[config.mk]
export PLATFORM = sky130hd
export DESIGN_NAME = multicycle_controller
export DESIGN_NICKNAME = d
export VERILOG_FILES = /design/src/rtl/mips_ctrl_pkg.sv /design/src/rtl/aludec.sv /design/src/rtl/multicycle_controller.sv
export SDC_FILE = /design/constraint.sdc
export NUM_CORES = 1
export LEC_CHECK = 0
export CAP_MARGIN = 5
export CORE_MARGIN = 2
export CORE_UTILIZATION = 65
export DETAILED_ROUTE_END_ITERATION = 7
export DONT_BUFFER_PORTS = 1
export PLACE_DENSITY = 0.81
export SLEW_MARGIN = 30
export SYNTH_ARGS = -nofsm -noshare
export SYNTH_HDL_FRONTEND = slang
export SYNTH_SLANG_ARGS = --single-unit
[constraint.sdc]
create_clock -name clk -period 4 [get_ports clk]
set_input_delay 0.8 -clock clk [delete_from_list [all_inputs] [get_ports clk]]
set_output_delay 0.8 -clock clk [all_outputs]
set_load 0.05 [all_outputs]
[src/rtl/mips_ctrl_pkg.sv]
// Shared encodings for the multicycle MIPS control unit: FSM states,
// ALU operation classes, opcode/funct values and ALU control codes.
package mips_ctrl_pkg;

    typedef enum logic [3:0] {
        FETCH   = 4'd0,
        DECODE  = 4'd1,
        MEMADR  = 4'd2,
        MEMRD   = 4'd3,
        MEMWB   = 4'd4,
        MEMWR   = 4'd5,
        RTYPEEX = 4'd6,
        RTYPEWB = 4'd7,
        BEQEX   = 4'd8,
        IMMEX   = 4'd9,
        IMMWB   = 4'd10,
        JEX     = 4'd11,
        JALEX   = 4'd12,
        JREX    = 4'd13
    } state_t;

    typedef enum logic [1:0] {
        ALUOP_ADD   = 2'b00,
        ALUOP_SUB   = 2'b01,
        ALUOP_FUNCT = 2'b10,
        ALUOP_SLT   = 2'b11
    } aluop_t;

    localparam logic [5:0] OP_RTYPE = 6'b000000;
    localparam logic [5:0] OP_LW    = 6'b100011;
    localparam logic [5:0] OP_SW    = 6'b101011;
    localparam logic [5:0] OP_BEQ   = 6'b000100;
    localparam logic [5:0] OP_ADDI  = 6'b001000;
    localparam logic [5:0] OP_SLTI  = 6'b001010;
    localparam logic [5:0] OP_J     = 6'b000010;
    localparam logic [5:0] OP_JAL   = 6'b000011;

    localparam logic [5:0] FUNCT_ADD = 6'b100000;
    localparam logic [5:0] FUNCT_SUB = 6'b100010;
    localparam logic [5:0] FUNCT_AND = 6'b100100;
    localparam logic [5:0] FUNCT_OR  = 6'b100101;
    localparam logic [5:0] FUNCT_SLT = 6'b101010;
    localparam logic [5:0] FUNCT_JR  = 6'b001000;

    localparam logic [2:0] ALU_ADD = 3'b010;
    localparam logic [2:0] ALU_SUB = 3'b110;
    localparam logic [2:0] ALU_AND = 3'b000;
    localparam logic [2:0] ALU_OR  = 3'b001;
    localparam logic [2:0] ALU_SLT = 3'b111;

endpackage

[src/rtl/aludec.sv]
// ALU decoder: turns the FSM's operation class plus funct into an ALU
// control code, flagging funct values the datapath does not implement.
module aludec
    import mips_ctrl_pkg::*;
(
    input  aluop_t      aluop,
    input  logic [5:0]  funct,
    output logic [2:0]  alucontrol,
    output logic        bad_funct
);

    always_comb begin
        alucontrol = ALU_ADD;
        bad_funct  = 1'b0;
        case (aluop)
            ALUOP_ADD: alucontrol = ALU_ADD;
            ALUOP_SUB: alucontrol = ALU_SUB;
            ALUOP_SLT: alucontrol = ALU_SLT;
            ALUOP_FUNCT: begin
                case (funct)
                    FUNCT_ADD: alucontrol = ALU_ADD;
                    FUNCT_SUB: alucontrol = ALU_SUB;
                    FUNCT_AND: alucontrol = ALU_AND;
                    FUNCT_OR:  alucontrol = ALU_OR;
                    FUNCT_SLT: alucontrol = ALU_SLT;
                    default:   bad_funct  = 1'b1;
                endcase
            end
            default: alucontrol = ALU_ADD;
        endcase
    end

endmodule

[src/rtl/multicycle_controller.sv]
// Moore control FSM for the multicycle MIPS datapath; outputs decode from the
// current state (plus the opcode latched in DECODE) and are quiet during reset.
//
// state   | meaning
// FETCH   | read instruction, PC <= PC+4
// DECODE  | decode op, branch target into aluout
// MEMADR  | compute load/store address
// MEMRD   | read data memory
// MEMWB   | write loaded data to rt
// MEMWR   | write data memory
// RTYPEEX | R-type ALU operation
// RTYPEWB | write ALU result to rd
// BEQEX   | compare, conditional branch
// IMMEX   | addi/slti ALU operation
// IMMWB   | write ALU result to rt
// JEX     | jump
// JALEX   | jump and write PC+4 to $31
// JREX    | jump to register
module multicycle_controller
    import mips_ctrl_pkg::*;
(
    input  logic        clk,
    input  logic        reset,
    input  logic [5:0]  op,
    input  logic [5:0]  funct,
    output logic        pcwrite,
    output logic        memwrite,
    output logic        irwrite,
    output logic        regwrite,
    output logic        alusrca,
    output logic        branch,
    output logic        iord,
    output logic [1:0]  memtoreg,
    output logic [1:0]  regdst,
    output logic [1:0]  alusrcb,
    output logic [1:0]  pcsrc,
    output logic [2:0]  alucontrol,
    output logic        illegal,
    output logic [3:0]  state
);

    state_t      state_q, state_n;
    logic [5:0]  op_q;
    aluop_t      aluop;
    logic [2:0]  alu_dec;
    logic        bad_funct;

    aludec u_aludec (
        .aluop      (aluop),
        .funct      (funct),
        .alucontrol (alu_dec),
        .bad_funct  (bad_funct)
    );

    // op_q lets MEMADR and IMMEX pick their variant without re-reading the IR.
    always_ff @(posedge clk or posedge reset) begin
        if (reset) begin
            state_q <= FETCH;
            op_q    <= '0;
        end else begin
            state_q <= state_n;
            if (state_q == DECODE)
                op_q <= op;
        end
    end

    always_comb begin
        aluop = ALUOP_ADD;
        case (state_q)
            RTYPEEX: aluop = ALUOP_FUNCT;
            BEQEX:   aluop = ALUOP_SUB;
            IMMEX:   aluop = (op_q == OP_SLTI) ? ALUOP_SLT : ALUOP_ADD;
            default: aluop = ALUOP_ADD;
        endcase
    end

    always_comb begin
        state_n    = state_q;
        pcwrite    = 1'b0;
        memwrite   = 1'b0;
        irwrite    = 1'b0;
        regwrite   = 1'b0;
        alusrca    = 1'b0;
        branch     = 1'b0;
        iord       = 1'b0;
        memtoreg   = 2'd0;
        regdst     = 2'd0;
        alusrcb    = 2'd0;
        pcsrc      = 2'd0;
        illegal    = 1'b0;
        alucontrol = alu_dec;
        case (state_q)
            FETCH: begin
                irwrite = 1'b1;
                alusrcb = 2'd1;
                pcwrite = 1'b1;
                state_n = DECODE;
            end
            DECODE: begin
                alusrcb = 2'd3;
                case (op)
                    OP_LW, OP_SW:    state_n = MEMADR;
                    OP_RTYPE:        state_n = (funct == FUNCT_JR) ? JREX : RTYPEEX;
                    OP_BEQ:          state_n = BEQEX;
                    OP_ADDI, OP_SLTI: state_n = IMMEX;
                    OP_J:            state_n = JEX;
                    OP_JAL:          state_n = JALEX;
                    default: begin
                        state_n = FETCH;
                        illegal = 1'b1;
                    end
                endcase
            end
            MEMADR: begin
                alusrca = 1'b1;
                alusrcb = 2'd2;
                state_n = (op_q == OP_LW) ? MEMRD : MEMWR;
            end
            MEMRD: begin
                iord    = 1'b1;
                state_n = MEMWB;
            end
            MEMWB: begin
                memtoreg = 2'd1;
                regwrite = 1'b1;
                state_n  = FETCH;
            end
            MEMWR: begin
                iord     = 1'b1;
                memwrite = 1'b1;
                state_n  = FETCH;
            end
            RTYPEEX: begin
                alusrca = 1'b1;
                if (bad_funct) begin
                    illegal = 1'b1;
                    state_n = FETCH;
                end else begin
                    state_n = RTYPEWB;
                end
            end
            RTYPEWB: begin
                regdst   = 2'd1;
                regwrite = 1'b1;
                state_n  = FETCH;
            end
            BEQEX: begin
                alusrca = 1'b1;
                pcsrc   = 2'd1;
                branch  = 1'b1;
                state_n = FETCH;
            end
            IMMEX: begin
                alusrca = 1'b1;
                alusrcb = 2'd2;
                state_n = IMMWB;
            end
            IMMWB: begin
                regwrite = 1'b1;
                state_n  = FETCH;
            end
            JEX: begin
                pcsrc   = 2'd2;
                pcwrite = 1'b1;
                state_n = FETCH;
            end
            JALEX: begin
                pcsrc    = 2'd2;
                pcwrite  = 1'b1;
                regdst   = 2'd2;
                memtoreg = 2'd2;
                regwrite = 1'b1;
                state_n  = FETCH;
            end
            JREX: begin
                pcsrc   = 2'd3;
                pcwrite = 1'b1;
                state_n = FETCH;
            end
            default: state_n = FETCH;
        endcase
        // Reset already forces FETCH; keep its write strobes from leaking out.
        if (reset) begin
            pcwrite  = 1'b0;
            memwrite = 1'b0;
            irwrite  = 1'b0;
            regwrite = 1'b0;
            branch   = 1'b0;
            illegal  = 1'b0;
        end
    end

    assign state = state_q;

endmodule
* Yosys cells after proc, flatten, opt, wreduce, memory -nomap -nowiden
Cells that the tools add are included.
** Storage, ports and cells
- Output and inout bits :: 23
- Memories :: 0
- Bits in writable memories :: 0
- Bits in registers :: 10
- Memory bits (read-only) :: 0
- Latch bits :: 0
** Operators by class
- Shift operators :: 0
- Equal/unequal tests :: 31
- Mux-type cells :: 31
- Multiply operators :: 0
- $add $sub $neg :: 0
- Reductions and logical operators :: 13
- Order comparisons :: 0
- Div/mod/pow operators :: 0
- Bitwise operators :: 0
** Operator list (number)
- $eq A6 B6 Y1 const B :: 8
- $pmux W4 S6 :: 2
- $eq A4 B4 Y1 const B :: 6
- $eq A6 B4 Y1 const B :: 4
- $pmux W3 S4 :: 2
- $pmux W2 S3 :: 3
- $mux W1 :: 17
- $eq A4 B3 Y1 const B :: 4
- $eq A6 B2 Y1 const B :: 2
- $reduce_or A4 Y1 :: 3
- $reduce_or A2 Y1 :: 5
- $eq A4 B2 Y1 const B :: 2
- $pmux W2 S2 :: 2
- $reduce_or A8 Y1 :: 1
- $eq A6 B3 Y1 const B :: 1
- $logic_not A6 Y1 :: 1
- $mux W3 :: 2
- $reduce_or A5 Y1 :: 1
- $eq A2 B2 Y1 const B :: 2
- $eq A4 B1 Y1 const B :: 1
- $logic_not A4 Y1 :: 1
- $mux W4 :: 1
- $eq A2 B1 Y1 const B :: 1
- $logic_not A2 Y1 :: 1
- other kinds (2) :: 2

* Longest topological paths before layout
- Depth in word-level cells :: 8
- Depth in mapped cells :: 6

* Modules after synthesis
From an unflattened synthesis, not the netlist that was laid out.
** Second synthesis, totals
- Cell total of the unflattened synthesis :: 112
- Area, all modules :: 954.7 um^2
** By module, submodules not included
- multicycle_controller :: times used 1, cells an instance 100, area an instance 869.6 um^2, sequential area each 250.2 um^2
- aludec :: times used 1, cells an instance 12, area an instance 85.1 um^2, sequential area each 0.0 um^2

* Least setup slack after synthesis
Ideal clock, no wire load.
- Path kind :: register -> output
- Start :: reg state_q[1], in the netlist state[1]
- End :: out illegal
- Required time :: 3.200 ns
- Path slack :: 0.556 ns
- Arrival time :: 2.644 ns
- Stages on the path, launching flop included :: 6
- Path through :: dfrtp_1 > buf_6 > nand2b_4 > or3_1 > buf_6 > o32ai_1
** Between the ends
- Cells in the longest elaborated chain, start to end :: 7
- Elaborated cells between the ends (all ways) :: 10
- Classes of those cells :: eq/ne (5); mux (5)
** RTL lines
- from (decl) :: line multicycle_controller.sv:42 : state_t state_q, state_n;
- from (signal assigned) :: line multicycle_controller.sv:61 : state_q <= state_n;
- $eq A4 B4 Y1 / $eq A4 B3 Y1 (equally long branches) :: line multicycle_controller.sv:69, multicycle_controller.sv:92
- $pmux W2 S3 :: line multicycle_controller.sv:69 : case (state_q)
- $eq A2 B2 Y1 :: line aludec.sv:15 : case (aluop)
- $mux W1 :: line aludec.sv:15
- $mux W1 :: line multicycle_controller.sv:135 : if (bad_funct) begin
- $pmux W1 S2 (*) :: line multicycle_controller.sv:92 : case (state_q)
- $mux W1 (*) :: line multicycle_controller.sv:183 : if (reset) begin
- to (decl) :: line multicycle_controller.sv:38 : output logic illegal,
Mark *: on every way between the ends. The rest lies on a longest branch, timed or not.

* Worst setup path after layout
- Start :: reg state_q[0], in the netlist state[0]
- End :: out alucontrol[0]
** Between the ends
- Cells in the longest elaborated chain, start to end :: 4
- Elaborated cells between the ends (all ways) :: 9
- Classes of those cells :: eq/ne (6); mux (2); reduce/logical (1)
** RTL lines
- $eq A4 B4 Y1 / $eq A4 B3 Y1 (equally long branches) :: line multicycle_controller.sv:69
- $pmux W2 S3 (*) :: line multicycle_controller.sv:69
- $eq A2 B2 Y1, or another cell as far along :: line aludec.sv:15
- $pmux W3 S4 (*) :: line aludec.sv:15
- to (decl) :: line multicycle_controller.sv:37 : output logic [2:0] alucontrol,
Marked as above.

==> results.toml <==
[sta]
period_share_pct = 81.70
finalHoldViolCount = 0
setup_viol = 0
period_needed_ns = 3.268
drv_slew = 0
timing.hold.ws_ns = 0.4015
slew_headroom_pct = 36.70
worst_pin_slew_ns = 0.9496
grt_setup_unrepaired = "false"
skew_ns = 0.002675
totalNegativeSetupSlack_ns = 0
fmax_ghz = 0.3060

[global_route]
track_usage_pct = 28.59
grt_max_degree = 17
grt-ovfl-total = 0
antenna_found_initial = 0
grt_first_pass_wirelength_mm = 3.070
grt_pass1_vias = 744

[placed_design]
dp_hpwl_mm = 1.750
placed_cells = 127
port_buffers = 0
gp_congestion = 0.9162

[setup_path]
slowest_stage = "dfrtp_1"
endpoint_kind = "output port"
crit_required_ns = 3.20
regToRegStartpoint = "state[0]"
r2r_slack_ns = 1.70
r2r_end = "state[2]"
crit_fanout = 15
arrival_ns = 2.47
max_stage_delay_ns = 0.74
path_class = "flop to output port"
cp_cell_sequence = "or3b_1, or3_1, o32ai_2"
worst_setup_path_start_kind = "flop"
reg2reg_depth = 4

[logic_synthesis]
syn_area_um2 = 900.9
async_reset_ff_share_pct = 100.0
ys_ff_latch = 10
synth.distinct_cells = 41
postSynthAreaPerCell_um2 = 8.341
synth_nets = 122
synth_ff_type = "dfrtp_1"
synth-edff-count = 0
synth_warnings = 0
syn_inst = 108
seq_area_frac_synth_pct = 27.78

[power_and_ir_drop]
intPower_mw = 0.3312
p_leak_nw = 0.3993
seqPwrFrac_pct = 34.6
p_clk_share_pct = 13.1
power_density_nw_per_um2 = 657.1
peakVddDrop_mv = 0.4330
switchingPower_mw = 0.3437
switching_share_pct = 50.92
p_comb_share_pct = 52.2

[finish]
n_antenna_cell = 0
area_delta_synth_final_pct = 14.03
fillers = 102
ff_latch_area_um2 = 250.2
drive_above_1_share_pct = 25.86
multiInputGateArea_um2 = 624.3
stdcell_count = 131
final_util_pct = 78.94
fin_nets = 131

[run_status]
status = "complete, no violations"

[clock_tree]
post-cts-setup-buffers = 0
cts_tree = "yes"
cts_made_buffers = 3
htreeDepth = 1
clk_pin_slew_worst_paths_ns = 0.06
cts_resized = 0
clockRootBuffer = "clkbuf_4"
clockBufferDepth = 2
hold_buffers = 0
cts_sinks = 10
worstSkewPairLatency_ns = 0.27

[min_path]
hp-class = "primary input to async pin"

[die]
fp-row-count = 13
die-area_um2 = 1700
fp.dieH_um = 41.23
pin_count = 37
coreArea_um2 = 1301
die_w_um = 41.23
start_util_pct = 69.23

[route]
route.detailed.wl_per_inst_um = 16.84
drcViolationCount = 0
wirelength_mm = 2.206
drt_first_pass_iters = 4
drtIter0Drc = 20
avgViaCountPerCell = 6.924
routed-via-count = 907
ant_nets = 0

[run]
drv_cap = 0
-- layer usage --
| layer | routed length, µm | part of all wire [%] | global-route usage, % |
|---|---|---|---|
| met5 | 0 | 0 | 0 |
| met4 | 37 | 1.7 | 10.48 |
| met3 | 162 | 7.3 | 4.891 |
| met2 | 1183 | 54 | 51.56 |
| met1 | 822 | 37 | 33.45 |
-- area by class of cell --
type                       instances  share of cell area, %
multi-input combinational         88                  60.78
sequential                        10                  24.36
timing repair buffer              11                  8.404
clock buffer                       4                  3.532
tap                               15                  1.827
inverter                           3                  1.096
-- kinds of logic (layout without fill, tap and decap cells) --
kind of cell / Yosys count / count (layout) / share of synthesized area (%)
flip-flops: 10 / 10 / 27.78
AO/OA/AOI/OAI: 25 / 25 / 21.25
multiplexers: 9 / 9 / 10.83
XOR/XNOR: 2 / 2 / 1.945
buffers and inverters: 10 / 18 / 6.250
AND/OR/NAND/NOR: 52 / 52 / 31.94
-- worst max path at each step --
| stage | startpoint | end | slack (ns) | cells after the start |
|---|---|---|---|---|
| global route | state[0] | alucontrol[0] | 0.65 | 3 |
| detailed placement | state[0] | alucontrol[0] | 1.02 | 3 |
| finish | state[0] | alucontrol[0] | 0.73 | 3 |
| CTS | state[0] | alucontrol[0] | 0.73 | 3 |
| floorplan | state[1] | illegal | 0.56 | 5 |
| global placement | state[0] | alucontrol[0] | 1.09 | 3 |
-- placed cells by master, fill, tap and decap left out, types with 2 or more instances in the layout --
cell      synthesis  layout
nor2_1           11      11
dfrtp_1          10      10
buf_4             1      10
nor3_1            9       8
or3_1             6       6
mux2_2            6       6
a21oi_1           5       5
nand2_1           5       5
nand2b_1          4       4
inv_1             3       3
nand3_1           3       3
mux2i_1           3       3
clkbuf_4          0       3
nor2b_1           2       2
nor3b_2           0       2
a211oi_1          2       2
nor3b_1           4       2
and3_1            2       2
a31oi_1           2       2
o32ai_2           0       2
-- flip-flops by register name, indices dropped and copies added, names as in the netlist --
name / flops
op_q: 6
state: 4
-- worst max-delay path: cells and delay by family (launching register included) --
| kind | cells | cell delay (ns) |
|---|---|---|
| AOI/OAI and AO/OA | 1 | 0.50 |
| and+or+nand+nor | 2 | 0.97 |
| DFF | 1 | 0.74 |
-- power by group through the flow --
stage | sequential, mW | combinational (mW) | clock, mW
final | 0.234 | 0.353 | 0.0887
after global routing | 0.240 | 0.375 | 0.0946
after CTS | 0.232 | 0.354 | 0.0914
after detailed placement | 0.234 | 0.354 | 0
after global placement | 0.229 | 0.345 | 0
after floorplan | 0.204 | 0.315 | 0
-- stage by stage --
stage / power [mW] / area [µm²] / worst slack [ns]
finish: 0.6750 / 1027 / 0.7321
global route: 0.7096 / 1027 / 0.6516
CTS: 0.6780 / 1027 / 0.7296
detailed placement: 0.5880 / 991.0 / 1.020
global placement: 0.5741 / 991.0 / 1.094
floorplan: 0.5188 / 900.9 / 0.5557
-- synth_stat cells (2+ instances only) --
library cell   n  area [µm²]
mux2i_1        3       30.03
mux2_2         6       67.56
or3_1          6       37.54
o21ai_0        2       10.01
o32ai_1        3       26.28
a211oi_1       2       15.01
clkbuf_1       3       11.26
buf_6          2       22.52
nand3_1        3       15.01
a21oi_1        5       25.02
nor3b_1        4       30.03
nand2b_1       4       25.02
inv_1          3       11.26
and3_1         2       12.51
nor2b_1        2       12.51
nor3_1         9       45.04
a31oi_1        2       12.51
nor2_1        11       41.29
dfrtp_1       10       250.2
nand2_1        5       18.77
(Power assumes the default switching activity.)
